$ cat config.mk
export PLATFORM = sky130hd
export DESIGN_NAME = bcd_convert_scheduler
export DESIGN_NICKNAME = d
export VERILOG_FILES = /design/src/rtl/bcd_convert_scheduler.sv
export SDC_FILE = /design/constraint.sdc
export NUM_CORES = 1
export LEC_CHECK = 0
export ABC_AREA = 1
export BUFFER_PORTS_ARGS = -buffer_cell sky130_fd_sc_hd__buf_4
export CAP_MARGIN = 30
export CORE_MARGIN = 4
export CORE_UTILIZATION = 36
export CTS_CLUSTER_DIAMETER = 40
export DETAILED_ROUTE_END_ITERATION = 16
export PLACE_DENSITY = 0.55
export SLEW_MARGIN = 20
export SYNTH_ARGS = -nofsm -noshare
export SYNTH_HDL_FRONTEND = slang
export SYNTH_SLANG_ARGS = --single-unit
$ cat constraint.sdc
create_clock -name clock -period 1.7 [get_ports clock]
set_input_delay 0.255 -clock clock [delete_from_list [all_inputs] [get_ports clock]]
set_output_delay 0.255 -clock clock [all_outputs]
set_load 0.02 [all_outputs]
$ cat src/rtl/bcd_convert_scheduler.sv
// Round-robin scheduler sharing one iterative 6-bit binary-to-BCD converter between hours/minutes/seconds.
// Optional: define BCD_AUTO_REFRESH_EN to self-grant the rr channel whenever nothing is pending.
module bcd_convert_scheduler #(
  parameter int NCH = 3,
  parameter int BW  = 6
) (
  input  logic              clock,
  input  logic              reset,
  input  logic [NCH-1:0]    req,
  input  logic [NCH*BW-1:0] binary_in,
  output logic [NCH*8-1:0]  bcd_out,
  output logic [NCH-1:0]    valid,
  output logic              done,
  output logic [1:0]        done_ch,
  output logic              busy
);

  typedef enum logic [1:0] {IDLE, SHIFT, STORE} state_t;

  state_t         state;
  logic [NCH-1:0] pending;
  logic [1:0]     rr_ptr;
  logic [1:0]     cur_ch;
  logic [BW-1:0]  shreg;
  logic [3:0]     hi;
  logic [3:0]     lo;
  logic [2:0]     bit_cnt;

  logic [1:0]     grant_ch;
  logic           grant_valid;
  logic           take;
  logic [NCH-1:0] grant_mask;
  logic [2:0]     hi_adj;
  logic [3:0]     lo_adj;

  logic [BW-1:0]  bin_arr [NCH];
  logic [7:0]     slot    [NCH];

  for (genvar i = 0; i < NCH; i++) begin : g_chan
    assign bin_arr[i]        = binary_in[i*BW +: BW];
    assign bcd_out[i*8 +: 8] = slot[i];
  end

  // First pending channel at or after the rr pointer, wrapping modulo NCH.
  always_comb begin
    logic [1:0] idx;
    grant_valid = 1'b0;
    grant_ch    = rr_ptr;
    idx         = rr_ptr;
    for (int k = 0; k < NCH; k++) begin
      if (!grant_valid && pending[idx]) begin
        grant_valid = 1'b1;
        grant_ch    = idx;
      end
      idx = (idx == 2'(NCH-1)) ? 2'd0 : idx + 2'd1;
    end
`ifdef BCD_AUTO_REFRESH_EN
    take = grant_valid || (state == IDLE);
`else
    take = grant_valid;
`endif
    grant_mask = (state == IDLE && take) ? (NCH'(1) << grant_ch) : '0;
  end

  // hi never exceeds 6 for a 6-bit input, so its top bit can be dropped on the shift.
  always_comb begin
    lo_adj = (lo >= 4'd5) ? lo + 4'd3 : lo;
    hi_adj = (hi >= 4'd5) ? 3'(hi + 4'd3) : hi[2:0];
  end

  always_ff @(posedge clock) begin
    if (reset) begin
      state   <= IDLE;
      pending <= '0;
      rr_ptr  <= 2'd0;
      cur_ch  <= 2'd0;
      shreg   <= '0;
      hi      <= 4'd0;
      lo      <= 4'd0;
      bit_cnt <= 3'd0;
      valid   <= '0;
      done    <= 1'b0;
      done_ch <= 2'd0;
      busy    <= 1'b0;
      for (int i = 0; i < NCH; i++) slot[i] <= 8'h00;
    end else begin
      pending <= (pending & ~grant_mask) | req;
      done    <= 1'b0;
      unique case (state)
        IDLE: begin
          if (take) begin
            cur_ch  <= grant_ch;
            shreg   <= bin_arr[grant_ch];
            hi      <= 4'd0;
            lo      <= 4'd0;
            bit_cnt <= 3'd0;
            rr_ptr  <= (grant_ch == 2'(NCH-1)) ? 2'd0 : grant_ch + 2'd1;
            busy    <= 1'b1;
            state   <= SHIFT;
          end
        end
        SHIFT: begin
          {hi, lo, shreg} <= {hi_adj, lo_adj, shreg, 1'b0};
          bit_cnt         <= bit_cnt + 3'd1;
          if (bit_cnt == 3'(BW-1)) state <= STORE;
        end
        STORE: begin
          slot[cur_ch]  <= {hi, lo};
          valid[cur_ch] <= 1'b1;
          done          <= 1'b1;
          done_ch       <= cur_ch;
          busy          <= 1'b0;
          state         <= IDLE;
        end
        default: state <= IDLE;
      endcase
    end
  end

endmodule

==> results of run 1 <==
==> report_power, final <==
part	leakage, nW	internal, mW	switching [mW]	total, mW
combinational	0.971	0.986	1.53	2.51
clock	0.0734	0.515	0.541	1.06
sequential	0.519	1.59	0.127	1.71
total	1.56	3.09	2.19	5.28
==> flip-flops by register name, indices dropped and copies added (netlist names), 3 cells and up <==
| signal | cells |
|---|---|
| slot | 24 |
| pending | 3 |
| lo | 4 |
| valid | 3 |
| bit_cnt | 3 |
| shreg | 6 |
| hi | 4 |
==> cell families after synthesis <==
| logic type | count (synthesis) |
|---|---|
| AO/OA/AOI/OAI | 40 |
| adder cells (fa/ha/maj) | 6 |
| buffers and inverters | 47 |
| flip-flops | 57 |
| AND/OR/NAND/NOR | 172 |
==> synthesized netlist by cell type <==
cell	number	area [um2]
nand2_1	62	233
nor2_1	47	176
nand3_1	40	200
inv_1	34	128
dfxtp_1	33	661
a21oi_1	25	125
edfxtp_1	24	721
o21ai_0	11	55.1
ha_1	6	75.1
inv_2	6	22.5
clkbuf_1	5	18.8
nand2_2	4	25.0
nand3_2	3	30.0
nand4_1	3	18.8
nor2_2	3	18.8
nor2_4	3	33.8
nor3_1	3	15.0
nor2_8	2	40.0
o32ai_1	2	17.5
a211oi_1	1	7.51
buf_4	1	7.51
buf_6	1	11.3
nand2_4	1	11.3
o211ai_1	1	7.51
or2_2	1	6.26
==> worst max-delay path: cells and delay by family, from the launching register on <==
kind,cells,cell delay (ns)
and+or+nand+nor,10,1.05
DFF,1,0.40
AOI/OAI and AO/OA,1,0.12
buffers and inverters,1,0.06
==> final cells by class <==
class / instances / area [um2] / area share [%]
clock buffers: 10 / 128 / 3.50
clock inverters: 6 / 35.0 / 0.961
inverters: 40 / 155 / 4.26
multi-input cells: 219 / 1280 / 35.1
flip-flops and latches: 57 / 1390 / 38.1
well taps: 99 / 124 / 3.40
repair buffers: 69 / 534 / 14.7
==> worst paths after layout <==
kind              slack [ns]              startpoint                     to
hold reg to reg         0.46   valid[1]$_SDFFE_PP0P_  valid[1]$_SDFFE_PP0P_
hold / removal          0.13                  req[1]  pending[1]$_SDFF_PP0_
setup / recovery       0.005  rr_ptr[1]$_SDFFE_PP0P_  shreg[3]$_SDFFE_PP0P_
setup reg to reg       0.005  rr_ptr[1]$_SDFFE_PP0P_  shreg[3]$_SDFFE_PP0P_
==> layer usage <==
metal	vias up	part of all wire (%)	GRT usage [%]
met5	-	0	0
li1	1210	-	-
met2	39	47	22.0
met3	8	4.2	3.61
met4	0	1.3	6.50
met1	1070	47	18.3
==> per-stage QoR <==
step / setup TNS [ns] / instance area (um2)
after floorplan: 0 / 2670
after global placement: -0.0606 / 3250
after detailed placement: -0.254 / 3250
after CTS: 0 / 3410
after global routing: -1.58 / 3650
final: 0 / 3650
==> timing repair <==
action / CTS / global route
setup endpoints to repair: 11 / 23
setup buffers: 0 / 3
pin swaps: 0 / 19
gates cloned: 0 / 1
resized for setup: 3 / 45
==> results.md, run 1 <==
* Multiplexer share of the synthesized area at 0%
* Reg2Reg Depth at 12
* Largest family of logic cells by synthesized area: simple AND/OR/NAND/NOR gates
* Pre-CTS setup slack at -0.0521 ns
* Max-Cap Viols at 0
* Commonest non-fill, non-tap cell in the layout: buf_4
* Count of cell types in the netlist at 25
* DIE AREA at 8840 um2
* Worst skew pair latency at 0.33 ns
* Largest net degree at the start of global routing at 26
* Per-cell routed wire length at 12.3 um
* Starting Density at 36.9%
* Initial antenna violation count at 0
* Status: finished, final reports clean
* Min Tclk post-route at 1.70 ns
* Crit-path max cell delay at 0.40 ns
* Die H at 94.0 um
* CP Capture Type: flip-flop
* Vias per Instance at 4.65
* Worst clock skew at 0.00967 ns
* Worst path cell trace: inv_4 > nand3_2 > nand2_2 > nor2_4 > nand2_4 > nor2_4 > nand2_2 > nand2_4 > nand3_2 > nand3_2 > nand2_1 > a21oi_1
* Post-route DRC at 0
* VDD IR max at 0.723 mV
* Final setup vio count at 0
* Synth Area in Adders at 2.82%
* Mapped Avg Cell Area at 8.28 um2
* Port Buffer Count at 53
* Most used cell, CP: nand3_2
* HP Class: input pin to flip-flop
* Core ar. at 7210 um2
* Startpoint type of the worst setup path: flip-flop
* FMAX at 590 MHz
* Share of cells above drive strength 1 at 35.2%
* Via count at 2,327
* Total placed cells including tap cells at 480
* Congestion Overflow GR at 0
* LEAKAGE at 1.56 nW
* Hold WS at 0.134 ns
* Drt pass-1 iters at 6
* Total Routing Usage GR at 14.1%
* Critical path class: flip-flop to flip-flop
* CTS tree: built
* Commonest non-fill, non-tap cells in the layout: buf_4, nand2_1, nor2_1
* Post-route insts no fill at 500
* Die width at 94.0 um
* RSZ-0062 raised after global routing: yes
* Area grow syn2layout at 36.8%
* Clock buffer depth at 2
* DP HPWL at 4.31 mm
* Final Util at 50.5%
* Num CTS Buffers at 9
* Synth Net Count at 351
* Diodes inserted at 0
* Number of global-route vias before repair at 2,161
* Req. time, crit path at 1.96 ns
* H-tree levels at 3
* GPL Wtd Cong at 0.816
* Reg clk slew, reported paths at 0.06 ns
* Row count at 31
* Starting DRT DRC Count at 111
* PwrDens at 1450 nW/um2
* Final period util at 99.7%
* Nets at 425
* Yosys warnings at 0
* PnR worst setup slack at 0.00486 ns
* Worst Tran Pin Value at 0.514 ns
* Sequential area share after synthesis at 51.8%
* Fin. max-slew vios at 0
* Seq cells post-synth at 57
* Relative slew slack at 65.7%
* Clk root buf: clkbuf_8
* CTS sink cnt at 57
* First-pass GRT wire length at 9.72 mm
* Simple-Gate Fraction of Synth Area at 30.3%
* Final ANT Viol Nets at 0
* Worst path arrival time at 1.96 ns
* Slowest stage cell, crit path: dfxtp_4
* Synth Cell Area at 2670 um2
* CP max FO at 8
* Tot Pwr at 5.28 mW
* Hold Crit Depth at 3
* Fin. Hold Viols at 0
* Gate Count Post-Synth at 322
* Fill count at 701
* Synth Area in XOR/XNOR at 0%
* Final wirelength at 6.14 mm
* Synth Area in Compound Gates at 7.98%
* # IOs at 54
* Count of hold-fix buffers inserted at cts at 0
(Power assumes the default switching activity.)
==> inputs of run 2 (changes only) <==
--- a/config.mk
+++ b/config.mk
@@ -5,7 +5,6 @@
 export SDC_FILE = /design/constraint.sdc
 export NUM_CORES = 1
 export LEC_CHECK = 0
-export ABC_AREA = 1
 export BUFFER_PORTS_ARGS = -buffer_cell sky130_fd_sc_hd__buf_4
 export CAP_MARGIN = 30
 export CORE_MARGIN = 4
==> results.md, run 2 <==
* FMAX at 621 MHz (was 590 MHz)
* Total Routing Usage GR at 14.9% (was 14.1%)
* Vias per Instance at 4.77 (was 4.65)
* Initial antenna violation count at 0 (unchanged)
* Clock buffer depth at 2 (unchanged)
* Synth Area in Compound Gates at 18.4% (was 7.98%)
* Post-route insts no fill at 431 (was 500)
* GPL Wtd Cong at 0.769 (was 0.816)
* RSZ-0062 raised after global routing: no (was yes)
* Status: finished, final reports clean (unchanged)
* Final setup vio count at 0 (unchanged)
* Core ar. at 6940 um2 (was 7210 um2)
* Clk root buf: clkbuf_8 (unchanged)
* Fin. Hold Viols at 0 (unchanged)
* Synth top area share at 27.4% (was 27.0%)
* Worst path arrival time at 1.89 ns (was 1.96 ns)
* Synth top area cells: edfxtp_1, dfxtp_1, and2_1 (was edfxtp_1, dfxtp_1, nand2_1)
* Multiplexer share of the synthesized area at 3.81% (was 0%)
* Worst skew pair latency at 0.34 ns (was 0.33 ns)
* Synth Area in Adders at 2.86% (was 2.82%)
* Post-route DRC at 0 (unchanged)
* Nets at 359 (was 425)
* Port Buffer Count at 53 (unchanged)
* Die width at 93.4 um (was 94.0 um)
* Starting Density at 37.8% (was 36.9%)
* Async set-reset flop share out of synthesis at 0% (unchanged)
* Post-synth EDFFs at 24 (unchanged)
* CP max FO at 7 (was 8)
* VDD IR max at 0.423 mV (was 0.723 mV)
* Largest family of logic cells by synthesized area: compound AO/OA/AOI/OAI gates (was simple AND/OR/NAND/NOR gates)
* Seq cells post-synth at 57 (unchanged)
* Congestion Overflow GR at 0 (unchanged)
* LEAKAGE at 1.50 nW (was 1.56 nW)
* Yosys warnings at 0 (unchanged)
* DP HPWL at 4.45 mm (was 4.31 mm)
* Total placed cells including tap cells at 412 (was 480)
* Drt pass-1 iters at 4 (was 6)
* Diodes inserted at 0 (unchanged)
* CTS tree: built (unchanged)
* Area grow syn2layout at 35.3% (was 36.8%)
* Number of global-route vias before repair at 1,981 (was 2,161)
* Worst clock skew at 0.00741 ns (was 0.00967 ns)
* # IOs at 54 (unchanged)
* Fin. max-slew vios at 0 (unchanged)
* Gate Count Post-Synth at 249 (was 322)
* Starting DRT DRC Count at 57 (was 111)
* Sequential area share after synthesis at 52.6% (was 51.8%)
* PwrDens at 1010 nW/um2 (was 1450 nW/um2)
* Synth Area in XOR/XNOR at 1.00% (was 0%)
* Min Tclk post-route at 1.61 ns (was 1.70 ns)
* Simple-Gate Fraction of Synth Area at 18.0% (was 30.3%)
* Via count at 2,055 (was 2,327)
* Mapped Avg Cell Area at 10.6 um2 (was 8.28 um2)
* Final Util at 51.2% (was 50.5%)
* Count of hold-fix buffers inserted at cts at 0 (unchanged)
* Relative slew slack at 71.6% (was 65.7%)
* Leading cell types by count after synthesis: dfxtp_1, a21oi_1, and2_1, edfxtp_1, nand2_1 (was nand2_1, nor2_1, nand3_1, inv_1, dfxtp_1)
* Most flop-heavy register: slot (unchanged)
* Synth Cell Area at 2630 um2 (was 2670 um2)
* Fin Setup TNS at 0 ns (unchanged)
* Final wirelength at 6.05 mm (was 6.14 mm)
* Fill count at 642 (was 701)
* Post-synth top area cell: edfxtp_1 (unchanged)
* First-pass GRT wire length at 9.78 mm (was 9.72 mm)
* Startpoint type of the worst setup path: flip-flop (unchanged)
* Max-Cap Viols at 0 (unchanged)
* H-tree levels at 3 (unchanged)
* Final period util at 94.7% (was 99.7%)
* Synth Net Count at 278 (was 351)
* Num CTS Buffers at 9 (unchanged)
* Req. time, crit path at 1.98 ns (was 1.96 ns)
* Critical path class: flip-flop to flip-flop (unchanged)
* CTS sink cnt at 57 (unchanged)
* Largest net degree at the start of global routing at 15 (was 26)
* Per-cell routed wire length at 14.0 um (was 12.3 um)
* Die H at 93.4 um (was 94.0 um)
* DIE AREA at 8730 um2 (was 8840 um2)
* Reg clk slew, reported paths at 0.07 ns (was 0.06 ns)
* Count of cell types in the netlist at 41 (was 25)
* HP Class: input pin to flip-flop (unchanged)
* Final ANT Viol Nets at 0 (unchanged)
* Top flop regs: slot x24, shreg x6 (unchanged)
* CP Capture Type: flip-flop (unchanged)
* Commonest non-fill, non-tap cell in the layout: buf_4 (unchanged)
* Row count at 30 (was 31)
* Commonest non-fill, non-tap cells in the layout: buf_4, a21oi_1, dfxtp_1 (was buf_4, nand2_1, nor2_1)
* Max reg flops at 24 (unchanged)
* Count leader, synth: dfxtp_1 (was nand2_1)
* Ys flop type: dfxtp_1 (unchanged)
* Share of cells above drive strength 1 at 32.8% (was 35.2%)
* Worst Tran Pin Value at 0.427 ns (was 0.514 ns)
## run 2: changes by cell type in the layout (fill, tap and decap cells not counted), sizes merged, moves of 25 or more
cell,change
nor2,-40
inv,-29
and2,+25
nand3,-39
nand2,-52
## run 2: worst paths after layout
path | startpoint | to | slack (ns) | cells after the start
hold reg to reg | valid[2]$_SDFFE_PP0P_ | valid[2]$_SDFFE_PP0P_ | 0.46 | 1
setup / recovery | rr_ptr[1]$_SDFFE_PP0P_ | cur_ch[1]$_SDFFE_PP0P_ | 0.09 | 6
hold / removal | req[2] | pending[2]$_SDFF_PP0_ | 0.12 | 2
setup reg to reg | rr_ptr[1]$_SDFFE_PP0P_ | cur_ch[1]$_SDFFE_PP0P_ | 0.09 | 6
## run 2: cell families after synthesis
group,Yosys count
compound gates,68
flops,57
buf+inv,20
mux,10
xor+xnor,3
simple gates,85
fa+ha+maj,6
## run 2: layout make-up
type | count | area, um2 | share of cell area (%)
Multi-Input combinational cell | 172 | 1160 | 32.7
Inverter | 11 | 41.3 | 1.16
Sequential cell | 57 | 1390 | 39.2
Tap cell | 96 | 120 | 3.38
Timing Repair Buffer | 79 | 606 | 17.0
Clock buffer | 10 | 128 | 3.59
Clock inverter | 6 | 106 | 2.99
## run 2: what timing repair did
| item | CTS | global route |
|---|---|---|
| resized for setup | 1 | 8 |
| gates cloned | 0 | 0 |
| pin swaps | 0 | 3 |
| setup buffers | 0 | 3 |
| endpoints found under the setup margin | 2 | 9 |
## run 2: power by group
part	switching, mW	internal [mW]
Clock	0.556	0.967
Combinational	0.261	0.244
Sequential	0.0607	1.49
Total	0.877	2.71
## run 2: worst max-delay path, cell delays in order, from the launching register on
cell      delay (ns)
dfxtp_4         0.37
a21bo_4         0.22
a211o_4         0.33
a211oi_4        0.30
buf_4           0.17
a22oi_1         0.05
nor2_1          0.11
## run 2: routing by layer
metal / up-vias / global-route usage, % / part of all wire (%)
met5: - / 0 / 0
met4: 0 / 8.55 / 3.0
met3: 15 / 5.07 / 6.0
met2: 53 / 22.9 / 45
met1: 932 / 18.1 / 46
li1: 1055 / - / -
## run 2: per-stage QoR
step	cell area (um2)	total power, mW	hold WS, ns	setup slack (ns)
final	3560	3.58	0.118	0.0909
after global placement	3280	2.07	0.440	0.0619
after floorplan	2630	1.87	0.369	-0.00492
after global routing	3560	3.74	0.117	0.00756
after CTS	3520	3.59	0.111	0.0599
after detailed placement	3280	2.08	0.445	0.00432
